[config.mk]
export PLATFORM = sky130hd
export DESIGN_NAME = mem_dados
export DESIGN_NICKNAME = d
export VERILOG_FILES = /design/src/rtl/mem_dados.sv
export SDC_FILE = /design/constraint.sdc
export NUM_CORES = 2
export LEC_CHECK = 0
export ABC_AREA = 1
export CORE_MARGIN = 2
export CORE_UTILIZATION = 25
export CTS_CLUSTER_SIZE = 40
export DETAILED_ROUTE_END_ITERATION = 8
export PLACE_DENSITY = 0.39
export SLEW_MARGIN = 40
export SYNTH_ARGS = -nofsm -noshare
export SYNTH_HDL_FRONTEND = slang
export SYNTH_SLANG_ARGS = --single-unit
[constraint.sdc]
create_clock -name clock -period 3.63 [get_ports clock]
set_clock_uncertainty 0.15 [all_clocks]
set_input_delay 0.726 -clock clock [delete_from_list [all_inputs] [get_ports clock]]
set_output_delay 0.726 -clock clock [all_outputs]
set_load 0.05 [all_outputs]
[src/rtl/mem_dados.sv]
// mem_dados: 256 x 8 data memory for the single-cycle datapath.
// Writes are synchronous on the rising edge of clock. Reads are combinational
// and gated by MemRead. An asynchronous active-low reset loads every word
// with its own address, so the contents are known after reset.
module mem_dados #(
    parameter int DATA_WIDTH = 8,
    parameter int ADDR_WIDTH = 8
) (
    input  logic                  clock,
    input  logic                  reset_n,
    input  logic                  MemWrite,
    input  logic                  MemRead,
    input  logic [ADDR_WIDTH-1:0] endereco,
    input  logic [DATA_WIDTH-1:0] dado_in,
    output logic [DATA_WIDTH-1:0] dado_out
);

    localparam int DEPTH = 1 << ADDR_WIDTH;

    // Storage is built from flops rather than block RAM. Reset has to restore
    // every word to a non-zero identity pattern at once, and block RAM
    // cannot do that.
    logic [DATA_WIDTH-1:0] mem_q [DEPTH];
    logic [DATA_WIDTH-1:0] mem_d [DEPTH];

    genvar gi;
    generate
        for (gi = 0; gi < DEPTH; gi++) begin : g_word
            // Next value of word gi: take dado_in only when this word is addressed for a write.
            always_comb begin
                mem_d[gi] = mem_q[gi];
                if (MemWrite && (endereco == ADDR_WIDTH'(gi))) begin
                    mem_d[gi] = dado_in;
                end
            end

            // Word register: reset loads the word's own address. A reset in
            // mid-cycle overrides any pending write.
            always_ff @(posedge clock or negedge reset_n) begin
                if (!reset_n) begin
                    mem_q[gi] <= DATA_WIDTH'(gi);
                end else begin
                    mem_q[gi] <= mem_d[gi];
                end
            end
        end
    endgenerate

    // Combinational read, forced to zero when MemRead is low. Nothing is
    // forwarded from dado_in, so a read of a word being written shows the old
    // value until the clock edge.
    always_comb begin
        dado_out = '0;
        if (MemRead) begin
            dado_out = mem_q[endereco];
        end
    end

endmodule

==> insert_results.sql <==
INSERT INTO impl_metrics (metric_group, metric, value, unit) VALUES
('status', 'outcome', 'finished with violations', ''),
('status', 'failed_checks', 'setup timing', ''),
('pwr', 'p_leak', '0.05488', 'uW'),
('clock_network', 'ctsLongestPathBuffers', '4', ''),
('routing', 'routed_wirelength', '393.3', 'mm'),
('logic_synthesis', 'synthTopCellsByCount', 'nand2_1, o21ai_0, dfrtp_1, dfstp_2, clkbuf_1', ''),
('clock_network', 'numCtsBuffers', '245', ''),
('floorplanning', 'num_io_pins', '28', ''),
('global_route', 'grt_overflow', '0', ''),
('clock_network', 'cts_tree', 'built', ''),
('sta', 'rsz0062_at_grt', 'yes', ''),
('floorplanning', 'dieArea', '0.3904', 'mm2'),
('hold_path', 'worst_hold_check_path_type', 'input pin to async pin', ''),
('sta', 'final.min_clock_period', '4.117', 'ns'),
('setup_path', 'cp_slowest_stage_delay', '0.19', 'ns'),
('layout', 'core_utilization_of_the_finished_layout', '31.56', '%'),
('layout', 'share_of_cells_above_drive_strength_1', '20.39', '%'),
('global_route', 'wire_length_of_the_first_global_routing_pass', '582.9', 'mm'),
('logic_synthesis', 'async_flop_share', '100.0', '%'),
('logic_synthesis', 'synth_top_area_cell', 'dfstp_2', ''),
('setup_path', 'critPathLaunchType', 'input pin', ''),
('sta', 'final_min_period_over_clock_period', '113.4', '%'),
('logic_synthesis', 'synth_cell_type_count', '20', ''),
('layout', 'num-nets-final', '13237', ''),
('logic_synthesis', 'edff_count_synth', '0', ''),
('floorplanning', 'core_area', '0.3829', 'mm2'),
('floorplanning', 'floorplan.die.width', '624.8', 'um'),
('layout', 'largest_register_ff_count', '2048', ''),
('sta', 'final_max_slew_viol_count', '0', ''),
('placed_design', 'detailed_place.area', '0.1098', 'mm2'),
('job', 'drv.max_cap_violation_count', '0', ''),
('sta', 'setup_tns', '-3.453', 'ns'),
('logic_synthesis', 'yosysSeqAreaShare', '54.52', '%'),
('logic_synthesis', 'syn_avg_cell_area', '7.478', 'um2'),
('sta', 'hold_violations', '0', ''),
('sta', 'setup_viol', '8', ''),
('logic_synthesis', 'total_standard_cell_area_after_synthesis', '0.09634', 'mm2'),
('floorplanning', 'total_number_of_placement_rows', '227', ''),
('logic_synthesis', 'syn-instance-count', '12883', ''),
('routing', 'detail_route.wl_per_cell', '21.29', 'um'),
('floorplanning', 'initial_utilization', '25.16', '%'),
('setup_path', 'crit_fanout', '12', ''),
('sta', 'final_critical_path_setup_slack', '-0.4874', 'ns'),
('routing', 'post-route-drc-count', '0', ''),
('layout', 'top_register', 'mem_q', ''),
('floorplanning', 'die_height', '624.8', 'um'),
('placed_design', 'dp.final_hpwl', '255.0', 'mm'),
('logic_synthesis', 'synthesis.yosys.warnings', '0', ''),
('routing', 'vias', '83798', ''),
('routing', 'ant_nets', '0', ''),
('setup_path', 'slowest_stage', 'nor2_4', ''),
('sta', 'slew-limit-headroom', '48.99', '%'),
('clock_network', 'cts_num_sinks', '2048', ''),
('routing', 'vias_per_cell', '4.535', ''),
('clock_network', 'worst_skew_pair.late_latency', '0.97', 'ns'),
('clock_network', 'cts_max_level', '4', ''),
('setup_path', 'required', '2.75', 'ns'),
('setup_path', 'crit_type', 'input pin to output pin', ''),
('clock_network', 'cts_root_buffer', 'clkbuf_16', ''),
('global_route', 'total_global_routing_track_utilization', '19.79', '%'),
('sta', 'tightest_slew', '0.7652', 'ns'),
('setup_path', 'critPathTopFamily', 'simple AND/OR/NAND/NOR gates', ''),
('placed_design', 'io_buffer_count', '27', ''),
('layout', 'top_regs', 'mem_q: 2048 flops', ''),
('layout', 'final_cell_area', '0.1208', 'mm2'),
('setup_path', 'timing.critical_path.buf_inv', '8', ''),
('logic_synthesis', 'most_common_flop_cell_mapped_by_yosys', 'dfstp_2', ''),
('routing', 'dr.pass1.iters', '6', ''),
('logic_synthesis', 'synth.top_cells.by_area', 'dfstp_2, nand2_1, dfrtp_1', ''),
('layout', 'areaGrowthSynthToFinish', '25.41', '%'),
('setup_path', 'worstSetupEndpointType', 'output pin', '');
-- kinds of logic after synthesis --
group | Yosys count | synth area share, %
AND/OR/NAND/NOR | 7705 | 30.35
AO/OA/AOI/OAI | 2120 | 11.01
flip-flops | 2048 | 54.52
buffers and inverters | 1010 | 4.110
-- metal layers --
layer | vias up | wire (um) | global-route usage, %
met5 | - | 0 | 0
met4 | 0 | 9286 | 4.327
met3 | 401 | 14060 | 1.852
met2 | 1482 | 182500 | 32.49
met1 | 40760 | 187500 | 28.12
li1 | 41155 | - | -
-- report_power, final --
part / total (uW) / internal [uW] / switching (uW)
Combinational: 5660 / 1850 / 3810
Sequential: 25000 / 24400 / 585
Clock: 25400 / 14700 / 10800
-- stage by stage --
step / instances / hold WS [ns] / setup WS (ns) / total power (uW)
floorplan: 12883 / 0.2804 / 0.001193 / 27690
global placement: 17946 / 0.3133 / -1.313 / 30710
detailed placement: 17946 / 0.3179 / -1.282 / 30710
CTS: 18456 / 0.1162 / -0.5211 / 56890
global route: 18471 / 0.1517 / -0.5678 / 58470
finish: 18477 / 0.1742 / -0.4874 / 56090
-- what timing repair did --
action                                  4_1_cts  5_1_grt
hold endpoints to repair                    225        0
pin swaps                                    75       54
hold buffers                                  1        0
cloned                                       19        9
gates resized for setup                     379      113
endpoints found under the setup margin        8        8
setup buffers                                35        8
-- placed cells by master, fill, tap and decap left out, types with 8 or more instances in the layout --
master              n
inv_2              10
nor2_4             55
nand2_2           121
nor3_4             10
o21ai_1            19
nand3_2            19
clkdlybuf4s50_1    14
diode_2             8
o21ai_0          2043
nor2_2             86
clkbuf_8           66
clkinvlp_4          8
buf_16             29
inv_1              83
inv_8              11
buf_4             598
clkbuf_1           71
clkbuf_16         254
buf_8               8
dfstp_2          1024
clkinv_2           45
nand2_4            24
bufinv_16          12
buf_6              41
dfrtp_1          1024
a21oi_1            55
nor3_2              8
bufbuf_16           9
nand3_1           131
nor2_1            300
buf_12            276
nand2_1          6947
-- layout make-up --
cell class                 count  area (um2)
antenna                        8       20.02
timing repair inverter         1       8.758
clock inverter                79       894.6
fill                       41344      262000
tap                         5038        6304
inverter                     109       518.0
clock buffer                 382        7306
sequential                  2048       52530
timing repair buffer         987       12080
multi-input combinational   9825       41160
-- worst reg2reg max path, cell delays in order, from the launching register on --
cell	delay, ns
dfstp_2	0.52
inv_1	0.05
o21ai_0	0.17
-- worst paths after layout --
kind / start / to / slack [ns] / depth (start not counted)
max in group asynchronous: reset_n / mem_q[173] / 1.82 / 4
min in group clock: mem_q[233] / mem_q[233] / 0.33 / 2
min: reset_n / mem_q[1365] / 0.17 / 2
max reg2reg: mem_q[733] / mem_q[733] / 2.66 / 2
max: endereco[0] / dado_out[0] / -0.49 / 22
min reg2reg: mem_q[233] / mem_q[233] / 0.33 / 2
Power figures use the tool's default switching activity.
